===== src/rtl/dmem_arbiter.sv =====
// Two-port data-memory arbiter: one grant per cycle onto a single memory port, 1-cycle read responses.
// Contention is fixed-priority (requester 0 wins) unless DMEM_ARB_RR_EN is defined, which selects round-robin.
module dmem_arbiter #(
    parameter int DATA_WIDTH = 64,
    parameter int ADDR_WIDTH = 10
) (
    input  logic                  clk,
    input  logic                  reset,

    input  logic                  req0_valid,
    input  logic                  req0_we,
    input  logic [ADDR_WIDTH-1:0] req0_addr,
    input  logic [DATA_WIDTH-1:0] req0_wdata,
    output logic                  req0_ready,
    output logic                  req0_rvalid,
    output logic [DATA_WIDTH-1:0] req0_rdata,

    input  logic                  req1_valid,
    input  logic                  req1_we,
    input  logic [ADDR_WIDTH-1:0] req1_addr,
    input  logic [DATA_WIDTH-1:0] req1_wdata,
    output logic                  req1_ready,
    output logic                  req1_rvalid,
    output logic [DATA_WIDTH-1:0] req1_rdata,

    output logic [ADDR_WIDTH-1:0] mem_addr,
    output logic [DATA_WIDTH-1:0] mem_write_data,
    output logic                  mem_write,
    output logic                  mem_read,
    input  logic [DATA_WIDTH-1:0] mem_read_data
);

    typedef enum logic {
        S_IDLE = 1'b0,
        S_RESP = 1'b1
    } resp_state_e;

    logic [1:0]            valid;
    logic [1:0]            we;
    logic [ADDR_WIDTH-1:0] addr  [2];
    logic [DATA_WIDTH-1:0] wdata [2];

    logic [1:0]            grant;
    logic [1:0]            read_accept;
    logic [1:0]            rvalid;
    logic [DATA_WIDTH-1:0] rdata [2];

    logic                  last_grant_q;
    logic                  last_grant_d;

    assign valid    = {req1_valid, req0_valid};
    assign we       = {req1_we, req0_we};
    assign addr[0]  = req0_addr;
    assign addr[1]  = req1_addr;
    assign wdata[0] = req0_wdata;
    assign wdata[1] = req1_wdata;

    // Grant is purely combinational so ready tracks valid within the same cycle.
    always_comb begin
        grant = 2'b00;
        if (!reset) begin
            if (valid == 2'b11) begin
`ifdef DMEM_ARB_RR_EN
                grant = last_grant_q ? 2'b01 : 2'b10;
`else
                grant = 2'b01;
`endif
            end else begin
                grant = valid;
            end
        end
    end

    assign read_accept = grant & ~we;

    always_comb begin
        mem_addr       = '0;
        mem_write_data = '0;
        mem_write      = 1'b0;
        mem_read       = 1'b0;
        if (grant[0]) begin
            mem_addr       = addr[0];
            mem_write_data = wdata[0];
            mem_write      = we[0];
            mem_read       = ~we[0];
        end else if (grant[1]) begin
            mem_addr       = addr[1];
            mem_write_data = wdata[1];
            mem_write      = we[1];
            mem_read       = ~we[1];
        end
    end

    always_comb begin
        last_grant_d = last_grant_q;
        if (grant[0]) begin
            last_grant_d = 1'b0;
        end else if (grant[1]) begin
            last_grant_d = 1'b1;
        end
    end

    // Reset value 1 makes requester 0 the winner of the first round-robin contention.
    always_ff @(posedge clk or posedge reset) begin
        if (reset) begin
            last_grant_q <= 1'b1;
        end else begin
            last_grant_q <= last_grant_d;
        end
    end

    genvar gi;
    generate
        for (gi = 0; gi < 2; gi++) begin : g_resp
            resp_state_e           state_q;
            resp_state_e           state_d;
            logic [DATA_WIDTH-1:0] rdata_q;
            logic [DATA_WIDTH-1:0] rdata_d;

            always_comb begin
                state_d = state_q;
                rdata_d = rdata_q;
                case (state_q)
                    S_IDLE: begin
                        if (read_accept[gi]) begin
                            state_d = S_RESP;
                        end
                    end
                    S_RESP: begin
                        state_d = read_accept[gi] ? S_RESP : S_IDLE;
                    end
                    default: state_d = S_IDLE;
                endcase
                // Memory read data is combinational, so capture it at the accepting edge.
                if (read_accept[gi]) begin
                    rdata_d = mem_read_data;
                end
            end

            always_ff @(posedge clk or posedge reset) begin
                if (reset) begin
                    state_q <= S_IDLE;
                    rdata_q <= '0;
                end else begin
                    state_q <= state_d;
                    rdata_q <= rdata_d;
                end
            end

            assign rvalid[gi] = (state_q == S_RESP);
            assign rdata[gi]  = rdata_q;
        end
    endgenerate

    assign req0_ready  = grant[0];
    assign req1_ready  = grant[1];
    assign req0_rvalid = rvalid[0];
    assign req1_rvalid = rvalid[1];
    assign req0_rdata  = rdata[0];
    assign req1_rdata  = rdata[1];

endmodule


===== config.mk =====
export PLATFORM = sky130hd
export DESIGN_NAME = dmem_arbiter
export DESIGN_NICKNAME = d
export VERILOG_FILES = /design/src/rtl/dmem_arbiter.sv
export SDC_FILE = /design/constraint.sdc
export NUM_CORES = 1
export LEC_CHECK = 0
export CORE_AREA = 2 2 163 165
export CTS_BUF_LIST = sky130_fd_sc_hd__clkbuf_2
export CTS_CLUSTER_DIAMETER = 60
export DETAILED_ROUTE_END_ITERATION = 8
export DIE_AREA = 0 0 165 167
export PLACE_DENSITY = 0.57
export SETUP_SLACK_MARGIN = 0.15
export SYNTH_ARGS = -nofsm -noshare
export SYNTH_HDL_FRONTEND = slang
export SYNTH_SLANG_ARGS = --single-unit

===== constraint.sdc =====
create_clock -name clk -period 7 [get_ports clk]
set_input_delay 2.1 -clock clk [delete_from_list [all_inputs] [get_ports clk]]
set_output_delay 2.1 -clock clk [all_outputs]
set_load 0.01 [all_outputs]

==> results by group, run 1 <==
Status
  • Run status: complete, no violations

Detailed routing
  • Via density per instance: 4.41
  • Pre-Repair DR Iteration Count: 4
  • Count of routing violations after the opening detailed-route iteration: 329
  • DRC violation count after routing: 0
  • Routed wire per std cell: 18.7 µm
  • Antenna viol nets, final: 0
  • Final wirelength: 24,300 µm
  • Routed vias: 5,714

Worst setup path
  • Kind of end point of the critical path: output port
  • Startpoint types: input pin
  • Most Frequent Cell on Critical Path: sky130_fd_sc_hd__clkdlybuf4s50_1
  • Capture instance of the worst register-to-register path: req1_rdata[62]
  • WS Path Type: in -> out
  • Critical-path top delay cell: sky130_fd_sc_hd__clkdlybuf4s50_1
  • Register-to-register setup slack: 6.17 ns
  • Largest incremental delay on the critical path: 0.62 ns
  • Data arrival, critical path: 4.10 ns
  • Count of cell instances traversed by the critical path: 4
  • Cells on worst reg2reg path: 1
  • Required arrival time at the worst endpoint: 4.90 ns
  • CP Launch Point: req1_we
  • Crit path capture: mem_read
  • Chain of cells forming the critical path: clkdlybuf4s50_1 -> or3b_2 -> a21oi_1 -> clkdlybuf4s50_1
  • Buffers plus inverters on the worst setup path: 2
  • Maximum fanout along the worst path: 3
  • Cell type group with the largest total delay on the critical path: buffers and inverters
  • R2r startpoint: req1_rdata[62]

Clock tree
  • Deepest level of the CTS H-tree: 4
  • Reg clk slew, reported paths: 0.21 ns
  • Post-CTS Setup Bufs: 0
  • Clock tree from TritonCTS: yes
  • Insertion delay of the later-clocked pin in the worst-skew pair: 0.67 ns
  • Hold-fix buffers at CTS: 0
  • Max Buffers Root-to-Sink: 2
  • CTS Buf Count: 17
  • Buffer cell driving the clock tree root: sky130_fd_sc_hd__clkbuf_2
  • # resized after CTS: 0
  • Number of sinks on the clock net: 130

STA
  • Worst slew margin relative to its limit: 32.4%
  • Hold violation total from the final report: 0
  • Post-Route Hold Slack: 0.513 ns
  • Setup slack of the critical path after layout: 0.804 ns
  • Fin Clk Skew: 0 ns
  • Fin crit share: 88.5%
  • Sum of negative setup slack: 0 ns
  • Achievable frequency: 161 MHz
  • Final number of setup-violating endpoints: 0
  • Final critical path time including I/O delays and setup: 6.20 ns
  • Setup repair after global routing missed its margin: false
  • Number of pins exceeding their max-slew limit in the final report: 0
  • Slew at the pin closest to its max-slew limit: 1.01 ns

Power and ir drop
  • Lkg Pwr: 4.30 nW
  • Worst vdd rail ir drop: 146 µV
  • Power Density: 212 mW/mm²

Placed design
  • Buffers added on ports: 425
  • Placed instance count: 1,259
  • Detailed placer's ending HPWL: 18,300 µm
  • Worst setup slack before clock tree synthesis: 0.668 ns
  • Final RePlAce weighted congestion: 0.822
  • Placed Instance Area: 0.0107 mm²

Floorplanning
  • Vertical extent of the die: 167 µm
  • Die Outline Area: 0.0276 mm²
  • Core area: 0.0258 mm²
  • Number of placed I/O pins: 426
  • Core Rows: 59
  • Die width: 165 µm
  • Initial Utilization: 24.3%

Logic synthesis
  • Multiplexer share of the synthesized area: 23.1%
  • Simple-gate share of the synthesized area: 14.6%
  • Synth Area in XOR/XNOR: 0%
  • Distinct cells, synth: 18
  • Count of state elements after synthesis: 130
  • Sequential-to-total area share from yosys stat: 52.0%
  • Area fraction in compound gates after synthesis: 6.08%
  • Dominant combinational cell family by area after synthesis: multiplexers
  • Number of warnings issued by yosys: 0
  • Area of the mapped netlist: 0.00625 mm²
  • Synth Area in Adders: 0%
  • Gate count after technology mapping: 540
  • Post-synthesis average cell area: 11.6 µm²
  • Syn Nets: 758

Run
  • Number of max-cap violations: 0

Finish
  • Share of layout cells above drive strength 1: 13.2%
  • Area added between synthesis and finish: 76.2%
  • Count of nets after finishing: 1,161
  • Final Instance Count excl. Fillers: 1,295
  • Area of all placed cells without fillers: 0.0110 mm²

Global routing
  • Largest net degree at the start of global routing: 77
  • Number of global-route vias before repair: 5,649
  • Total GRT Usage: 16.9%
  • Leftover overflow at the end of global routing: 0
  • Antenna violations before repair: 4
  • Wire length of the first global-routing pass: 35,200 µm

Hold path
  • Path class of the lowest-slack min-delay path: reg -> reg
cells in the mapped netlist, drive strengths merged:
library cell / number / area (µm²)
a21oi: 76 / 380
buf: 29 / 188
clkbuf: 20 / 75.1
dfrtp: 130 / 3250
inv: 1 / 3.75
mux2: 128 / 1440
nand2: 75 / 282
nand2b: 1 / 6.26
nand3b: 75 / 563
nor2b: 1 / 6.26
nor3b: 2 / 20.0
nor4b: 1 / 23.8
or3b: 1 / 8.76
how the worst min path moves through the flow:
stage / start / depth (start not counted) / to
2_1_floorplan: req1_rdata[0] / 1 / req1_rdata[0]
3_3_place_gp: req1_rdata[53] / 1 / req1_rdata[53]
3_5_place_dp: req1_rdata[1] / 1 / req1_rdata[1]
4_1_cts: req1_rdata[20] / 1 / req1_rdata[20]
5_1_grt: req1_rdata[20] / 1 / req1_rdata[20]
6_report: req1_rdata[12] / 1 / req1_rdata[12]
metrics by stage:
step | util, % | power, mW
global placement | 41.7 | 1.83
CTS | 42.7 | 2.39
floorplan | - | 1.28
detailed placement | 41.7 | 1.84
global route | 42.7 | 2.48
finish | 42.8 | 2.33
layer usage:
metal	up-vias	global-route usage, %	routed length, µm
met5	-	0	0
met3	11	7.47	2640
met1	2743	19.6	9570
met2	254	28.6	11900
li1	2706	-	-
met4	0	4.08	172
registers in the layout (all words and copies together) (netlist names):
| name | cells |
|---|---|
| req0_rdata | 64 |
| req1_rvalid | 1 |
| req1_rdata | 64 |
| req0_rvalid | 1 |
logic make-up (layout without fill, tap and decap cells):
| kind of cell | count (synthesis) | in the layout |
|---|---|---|
| other | 0 | 4 |
| AO/OA/AOI/OAI | 76 | 76 |
| AND/OR/NAND/NOR | 156 | 156 |
| multiplexers | 128 | 128 |
| flip-flops | 130 | 130 |
| buffers and inverters | 50 | 466 |
power breakdown:
part / leakage [nW] / switching (mW) / total (mW) / internal [mW]
Clock: 0.158 / 0.338 / 0.522 / 0.184
Sequential: 1.55 / 0.0740 / 0.975 / 0.901
Combinational: 2.59 / 0.312 / 0.837 / 0.524
layout make-up:
class | count | area, µm²
fill | 2502 | 14700
clock inverter | 15 | 186
clock buffer | 17 | 85.1
timing repair buffer | 433 | 4310
antenna | 4 | 10.0
sequential | 130 | 3250
inverter | 1 | 8.76
multi-input combinational | 360 | 2740
tap | 335 | 419
cell usage in the layout (no fill, tap or decap), drive strengths merged:
cell type,instances
inv,12
diode,4
dfrtp,130
nand2,75
nor3b,2
a21oi,76
mux2,128
clkinvlp,2
nand2b,1
clkbuf,17
nor2b,1
nor4b,1
buf,11
clkdlybuf4s50,422
nand3b,75
bufinv,2
or3b,1
(Power assumes the default switching activity.)
==> inputs of run 2 (changes only) <==
--- a/config.mk
+++ b/config.mk
@@ -7,7 +7,7 @@
 export LEC_CHECK = 0
 export CORE_AREA = 2 2 163 165
 export CTS_BUF_LIST = sky130_fd_sc_hd__clkbuf_2
-export CTS_CLUSTER_DIAMETER = 60
+export CTS_CLUSTER_DIAMETER = 120
 export DETAILED_ROUTE_END_ITERATION = 8
 export DIE_AREA = 0 0 165 167
 export PLACE_DENSITY = 0.57
==> results of run 2 <==
Same layout as run 1: the final DEF is identical, and so are final timing and power.
==> inputs of run 3 (changes only) <==
--- a/config.mk
+++ b/config.mk
@@ -10,6 +10,7 @@
 export CTS_CLUSTER_DIAMETER = 120
 export DETAILED_ROUTE_END_ITERATION = 8
 export DIE_AREA = 0 0 165 167
+export GPL_ROUTABILITY_DRIVEN = 0
 export PLACE_DENSITY = 0.57
 export SETUP_SLACK_MARGIN = 0.15
 export SYNTH_ARGS = -nofsm -noshare
==> results of run 3 <==
Same layout as run 1: the final DEF is identical, and so are final timing and power.
